==> src/rtl/fp_normalize_pack.sv <==
// fp_normalize_pack: result-side encoder for the floating-point adder.
// Takes an unnormalized sign / biased exponent / extended mantissa sum,
// normalizes it one bit per cycle, rounds to nearest-even and packs an
// IEEE-754 word. Special-case words from the operand decoder bypass the
// datapath. Single-entry: one result in flight at a time.
module fp_normalize_pack #(
  parameter int EXP_W = 8,
  parameter int MAN_W = 23
) (
  input  logic                   clk,
  input  logic                   rst,
  input  logic                   in_valid,
  output logic                   in_ready,
  input  logic                   in_sign,
  input  logic [EXP_W:0]         in_exp,
  input  logic [MAN_W+4:0]       in_mant,
  input  logic                   in_spl,
  input  logic [EXP_W+MAN_W:0]   in_spl_result,
  output logic                   out_valid,
  input  logic                   out_ready,
  output logic [EXP_W+MAN_W:0]   out_result,
  output logic [3:0]             out_flags
);

  // Mantissa layout: [CRY] carry, [HID] hidden, fraction, guard, round, sticky.
  localparam int MW  = MAN_W + 5;
  localparam int XW  = EXP_W + 2;      // wide enough that +1/+1 never wraps
  localparam int HID = MAN_W + 3;
  localparam int CRY = MAN_W + 4;
  localparam logic [XW-1:0] EXP_MAX = XW'((1 << EXP_W) - 1);

  localparam logic [1:0] S_IDLE  = 2'd0;
  localparam logic [1:0] S_NORM  = 2'd1;
  localparam logic [1:0] S_ROUND = 2'd2;
  localparam logic [1:0] S_DONE  = 2'd3;

  // Flag vector order: {inexact, overflow, underflow, zero}
  localparam logic [3:0] FL_NONE  = 4'b0000;
  localparam logic [3:0] FL_ZERO  = 4'b0001;
  localparam logic [3:0] FL_FLUSH = 4'b1011;
  localparam logic [3:0] FL_OVF   = 4'b1100;

  logic [1:0]            state_reg;
  logic                  sign_reg;
  logic [XW-1:0]         exp_reg;
  logic [MW-1:0]         mant_reg;
  logic [EXP_W+MAN_W:0]  result_reg;
  logic [3:0]            flags_reg;

  logic                  rnd_inc;
  logic                  rnd_inexact;
  logic [MW-1:0]         rnd_sum;
  logic [MW-1:0]         rnd_mant;
  logic [XW-1:0]         rnd_exp;

  // Reset overrides the state so in_ready is low for the whole reset cycle.
  assign in_ready   = (state_reg == S_IDLE) && !rst;
  assign out_valid  = (state_reg == S_DONE);
  assign out_result = result_reg;
  assign out_flags  = flags_reg;

  // Round-to-nearest-even of the normalized mantissa; a carry out of the
  // significand renormalizes to 1.0 and bumps the exponent.
  always_comb begin
    rnd_inc     = mant_reg[2] & (mant_reg[1] | mant_reg[0] | mant_reg[3]);
    rnd_inexact = |mant_reg[2:0];
    rnd_sum     = mant_reg + {{(MW-4){1'b0}}, rnd_inc, 3'b000};
    rnd_mant    = rnd_sum;
    rnd_exp     = exp_reg;
    if (rnd_sum[CRY]) begin
      rnd_mant = MW'(1) << HID;
      rnd_exp  = exp_reg + XW'(1);
    end
  end

  // Control FSM plus the mantissa/exponent datapath and result registers.
  always_ff @(posedge clk) begin
    if (rst) begin
      state_reg  <= S_IDLE;
      sign_reg   <= 1'b0;
      exp_reg    <= '0;
      mant_reg   <= '0;
      result_reg <= '0;
      flags_reg  <= FL_NONE;
    end else begin
      case (state_reg)
        S_IDLE: begin
          if (in_valid) begin
            sign_reg <= in_sign;
            exp_reg  <= XW'(in_exp);
            mant_reg <= in_mant;
            if (in_spl) begin
              result_reg <= in_spl_result;
              flags_reg  <= FL_NONE;
              state_reg  <= S_DONE;
            end else if (in_mant == '0) begin
              result_reg <= {in_sign, {(EXP_W+MAN_W){1'b0}}};
              flags_reg  <= FL_ZERO;
              state_reg  <= S_DONE;
            end else begin
              state_reg  <= S_NORM;
            end
          end
        end
        S_NORM: begin
          if (mant_reg[CRY]) begin
            // Right shift keeps every discarded bit alive in the sticky bit.
            mant_reg  <= {1'b0, mant_reg[MW-1:2], mant_reg[1] | mant_reg[0]};
            exp_reg   <= exp_reg + XW'(1);
            state_reg <= S_ROUND;
          end else if (mant_reg[HID]) begin
            state_reg <= S_ROUND;
          end else if (exp_reg <= XW'(1)) begin
            // Would go subnormal: flush to signed zero.
            result_reg <= {sign_reg, {(EXP_W+MAN_W){1'b0}}};
            flags_reg  <= FL_FLUSH;
            state_reg  <= S_DONE;
          end else begin
            mant_reg <= {mant_reg[MW-2:0], 1'b0};
            exp_reg  <= exp_reg - XW'(1);
          end
        end
        S_ROUND: begin
          mant_reg <= rnd_mant;
          exp_reg  <= rnd_exp;
          if (rnd_exp >= EXP_MAX) begin
            result_reg <= {sign_reg, {EXP_W{1'b1}}, {MAN_W{1'b0}}};
            flags_reg  <= FL_OVF;
          end else if (rnd_exp == '0) begin
            result_reg <= {sign_reg, {(EXP_W+MAN_W){1'b0}}};
            flags_reg  <= FL_FLUSH;
          end else begin
            result_reg <= {sign_reg, rnd_exp[EXP_W-1:0], rnd_mant[MAN_W+2:3]};
            flags_reg  <= {rnd_inexact, 3'b000};
          end
          state_reg <= S_DONE;
        end
        default: begin
          if (out_ready) begin
            state_reg <= S_IDLE;
          end
        end
      endcase
    end
  end

endmodule

==> config.mk <==
export PLATFORM = sky130hd
export DESIGN_NAME = fp_normalize_pack
export DESIGN_NICKNAME = d
export VERILOG_FILES = /design/src/rtl/fp_normalize_pack.sv
export SDC_FILE = /design/constraint.sdc
export NUM_CORES = 1
export LEC_CHECK = 0
export BUFFER_PORTS_ARGS = -buffer_cell sky130_fd_sc_hd__buf_2
export CAP_MARGIN = 25
export CORE_ASPECT_RATIO = 0.75
export CORE_UTILIZATION = 61
export CTS_CLUSTER_DIAMETER = 200
export CTS_CLUSTER_SIZE = 28
export DETAILED_ROUTE_END_ITERATION = 8
export GPL_TIMING_DRIVEN = 0
export MAX_ROUTING_LAYER = met4
export PLACE_DENSITY = 0.88
export SETUP_SLACK_MARGIN = 0.02
export SLEW_MARGIN = 20
export SYNTH_ARGS = -nofsm -noshare
export SYNTH_HDL_FRONTEND = slang
export SYNTH_SLANG_ARGS = --single-unit
==> constraint.sdc <==
create_clock -name clk -period 8.9 [get_ports clk]
set_input_delay 0.445 -clock clk [delete_from_list [all_inputs] [get_ports clk]]
set_output_delay 0.445 -clock clk [all_outputs]
set_load 0.005 [all_outputs]
==> metrics <==
largest family of logic cells by synthesized area compound AO/OA/AOI/OAI gates; post-route clock period utilization 55.3%; max reg flops 32; CP required 9.10 ns; Port Buffers 111; share of the synthesized area in the top cell type 27.6%; Design Area, Final 6540 µm²; Worst Path Arrival 5.12 ns; failing checks DRC; synthesized net count 870; Slew Limit Fails 0; Synth Instances 787; GPL Wtd Cong 1.14; Sink Count 77; Synth Register Bits 77; post-synthesis xor/xnor area fraction 5.18%; Max-Slew Margin vs Limit 37.5%; EDFF count, synth 0; P per Cell Area 339 nW/µm²; full die area 9530 µm²; initial antenna violation count 0; Core Util, Final 75.4%; die width 112 µm; multi-input logic area 3680 µm²; placed cell areas 6270 µm²; biggest area consumer among synthesized cells dfxtp_1; Reg clk slew, reported paths 0.06 ns; f_max 203 MHz; Initial Util 64.3%; clk buf depth 2; clk_lat worst skew 0.36 ns; setup bufs post-CTS 0; die height 84.8 µm; final setup vio count 0; vias in the first global route 6465; Routed WL per cell 22.5 µm; DRT Pass-1 Iters 9; clk_skew 0.00787 ns; Avg Cell Area, Syn 7.08 µm²; clock root buffer clkbuf_16; actual slew at the worst max-slew pin 0.934 ns; largest net degree at the start of global routing 14; top cells by area, synth dfxtp_1 28%, a21oi_1 8.3%, nor2_1 6.3%, nand2_1 5.0%, clkbuf_1 4.2%; drt total wl 22.9 mm; CTS Buf Count 9; count of cell types in the netlist 66; Synth Area in Simple Gates 26.4%; grt total ovfl 0; Worst Hold Class primary input to flip-flop; # diodes 0; via/cell ratio 7.20; cts hold-fix bufs 0; nets 992; Max FO, Critical Path 10; DP HPWL 16.7 mm; Synthesis Warnings 0; final hold vios 0; post-CTS resize count 0; Area Growth Syn to Fin 17.3%; CP Class flip-flop to flip-flop; adder-cell share of the synthesized area 1.80%; num ports 113; first-pass GRT wire length 34.9 mm; max_cap viols 0; crit path capture type flip-flop; multiplexer area fraction after synthesis 0.561%; post-route ant nets 0; share of the yosys chip area belonging to registers 27.6%; critical path startpoint category flip-flop; Reg area 1540 µm²; leak pwr 2.57 nW; RSZ-0062 raised after global routing no; via count 7354; Synth Flop Type dfxtp_1; Synth Area in Compound Gates 32.1%; Final Critical Period 4.92 ns; Core Rows 29; Fillers 687; Post-synth ARST share 0%; Total GRT Usage 49.4%; setup_tns 0 ns; layout cells sized above 1 16.3%; CTS tree done; total core area 8670 µm²; DRC Markers 9; 1st-iter DRT viols 1428; mapped cell area 5580 µm²; status finished with violations; VDD IR max 0.184 mV; CTS H-tree lvls 3
## metrics by stage
| stage | power, mW | hold WS (ns) | setup slack, ns | instances |
|---|---|---|---|---|
| after global routing | 2.30 | 0.382 | 3.91 | 1021 |
| after CTS | 2.12 | 0.357 | 4.31 | 1021 |
| after floorplan | 1.36 | 0.448 | 5.41 | 787 |
| final | 2.22 | 0.355 | 3.98 | 1021 |
| after global placement | 1.73 | 0.451 | 4.33 | 1006 |
| after detailed placement | 1.77 | 0.441 | 4.34 | 1006 |
## worst max-delay path, stage by stage (launching register included)
cell and delay [ns]:
dfxtp_1 0.30, clkbuf_1 0.31, and2_1 0.19, ha_1 0.24, nand3_1 0.30, or4_4 0.66, o21a_1 0.22, clkbuf_1 0.24
nor2_1 0.69, o22ai_1 0.26, a311o_1 0.49, o41ai_1 0.71, a21oi_1 0.15
## cell usage in the layout (no fill, tap or decap), types with 7 or more instances in the layout
| cell type | netlist | routed |
|---|---|---|
| o211ai_1 | 9 | 9 |
| o21ai_0 | 35 | 35 |
| clkbuf_16 | 0 | 9 |
| a211o_1 | 13 | 13 |
| clkbuf_1 | 63 | 63 |
| a22oi_1 | 8 | 8 |
| ha_1 | 8 | 8 |
| a211oi_1 | 12 | 12 |
| a221oi_1 | 16 | 16 |
| nor4_1 | 13 | 13 |
| a21oi_1 | 92 | 92 |
| and3_1 | 18 | 18 |
| o21ai_1 | 7 | 7 |
| a31oi_1 | 13 | 13 |
| buf_2 | 9 | 120 |
| o22ai_1 | 7 | 7 |
| nor2_1 | 94 | 94 |
| inv_1 | 13 | 13 |
| dfxtp_1 | 77 | 77 |
| xor2_1 | 12 | 12 |
| nand4_1 | 10 | 10 |
| nand3_1 | 31 | 31 |
| a221o_1 | 7 | 7 |
| nor3_1 | 28 | 28 |
| nand2_1 | 75 | 75 |
| xnor2_1 | 21 | 21 |
## per-layer routing
layer / track usage, % / vias up / share of wire (%)
li1: - / 3145 / -
met1: 65.2 / 3290 / 38
met2: 69.3 / 782 / 38
met3: 18.1 / 137 / 20
met4: 16.1 / 0 / 4.1
met5: - / - / 0
## layout make-up
cell class	count	share of cell area [%]
Tap cell	108	2.07
Clock inverter	5	0.536
Inverter	15	0.861
Sequential cell	77	23.6
Timing Repair Buffer	111	8.49
Multi-Input combinational cell	620	56.3
Clock buffer	10	3.65
Buffer	75	4.48
## Yosys cell counts (all sizes together) (3+ instances only)
master	count
o2111a	3
xnor2	21
nor3	30
o211ai	9
xor2	12
nor3b	4
a211o	13
nand3	31
o21a	4
a211oi	12
a21o	4
nand4	11
o221ai	4
buf	12
and3	18
nor2	94
a31oi	13
and2	5
nor2b	5
a21oi	92
o21ai	42
clkbuf	63
nand2	75
or3	5
a221oi	16
or4	4
a2bb2oi	4
ha	8
a311oi	5
a22oi	8
nor4	13
nand2b	5
inv	13
nand3b	4
dfxtp	77
o22ai	11
a221o	7
## worst paths after layout
path	slack [ns]	from	cells after the start	to
setup reg to reg	3.98	mant_reg[2]	12	out_flags[3]
hold reg to reg	0.47	out_flags[1]	2	out_flags[1]
hold / removal	0.35	in_sign	3	sign_reg
setup / recovery	3.98	mant_reg[2]	12	out_flags[3]
## report_power, final
part	switching, mW	total, mW	internal (mW)
registers	0.0911	0.547	0.456
logic	0.894	1.32	0.425
clock network	0.158	0.354	0.196
total	1.14	2.22	1.08
## logic make-up after synthesis
logic type               after synthesis
AND/OR/NAND/NOR                      307
flip-flops                            77
buffers and inverters                 90
multiplexers                           3
XOR/XNOR                              33
AO/OA/AOI/OAI                        269
adder cells (fa/ha/maj)                8
No activity file was read; power rests on OpenSTA's default activity.
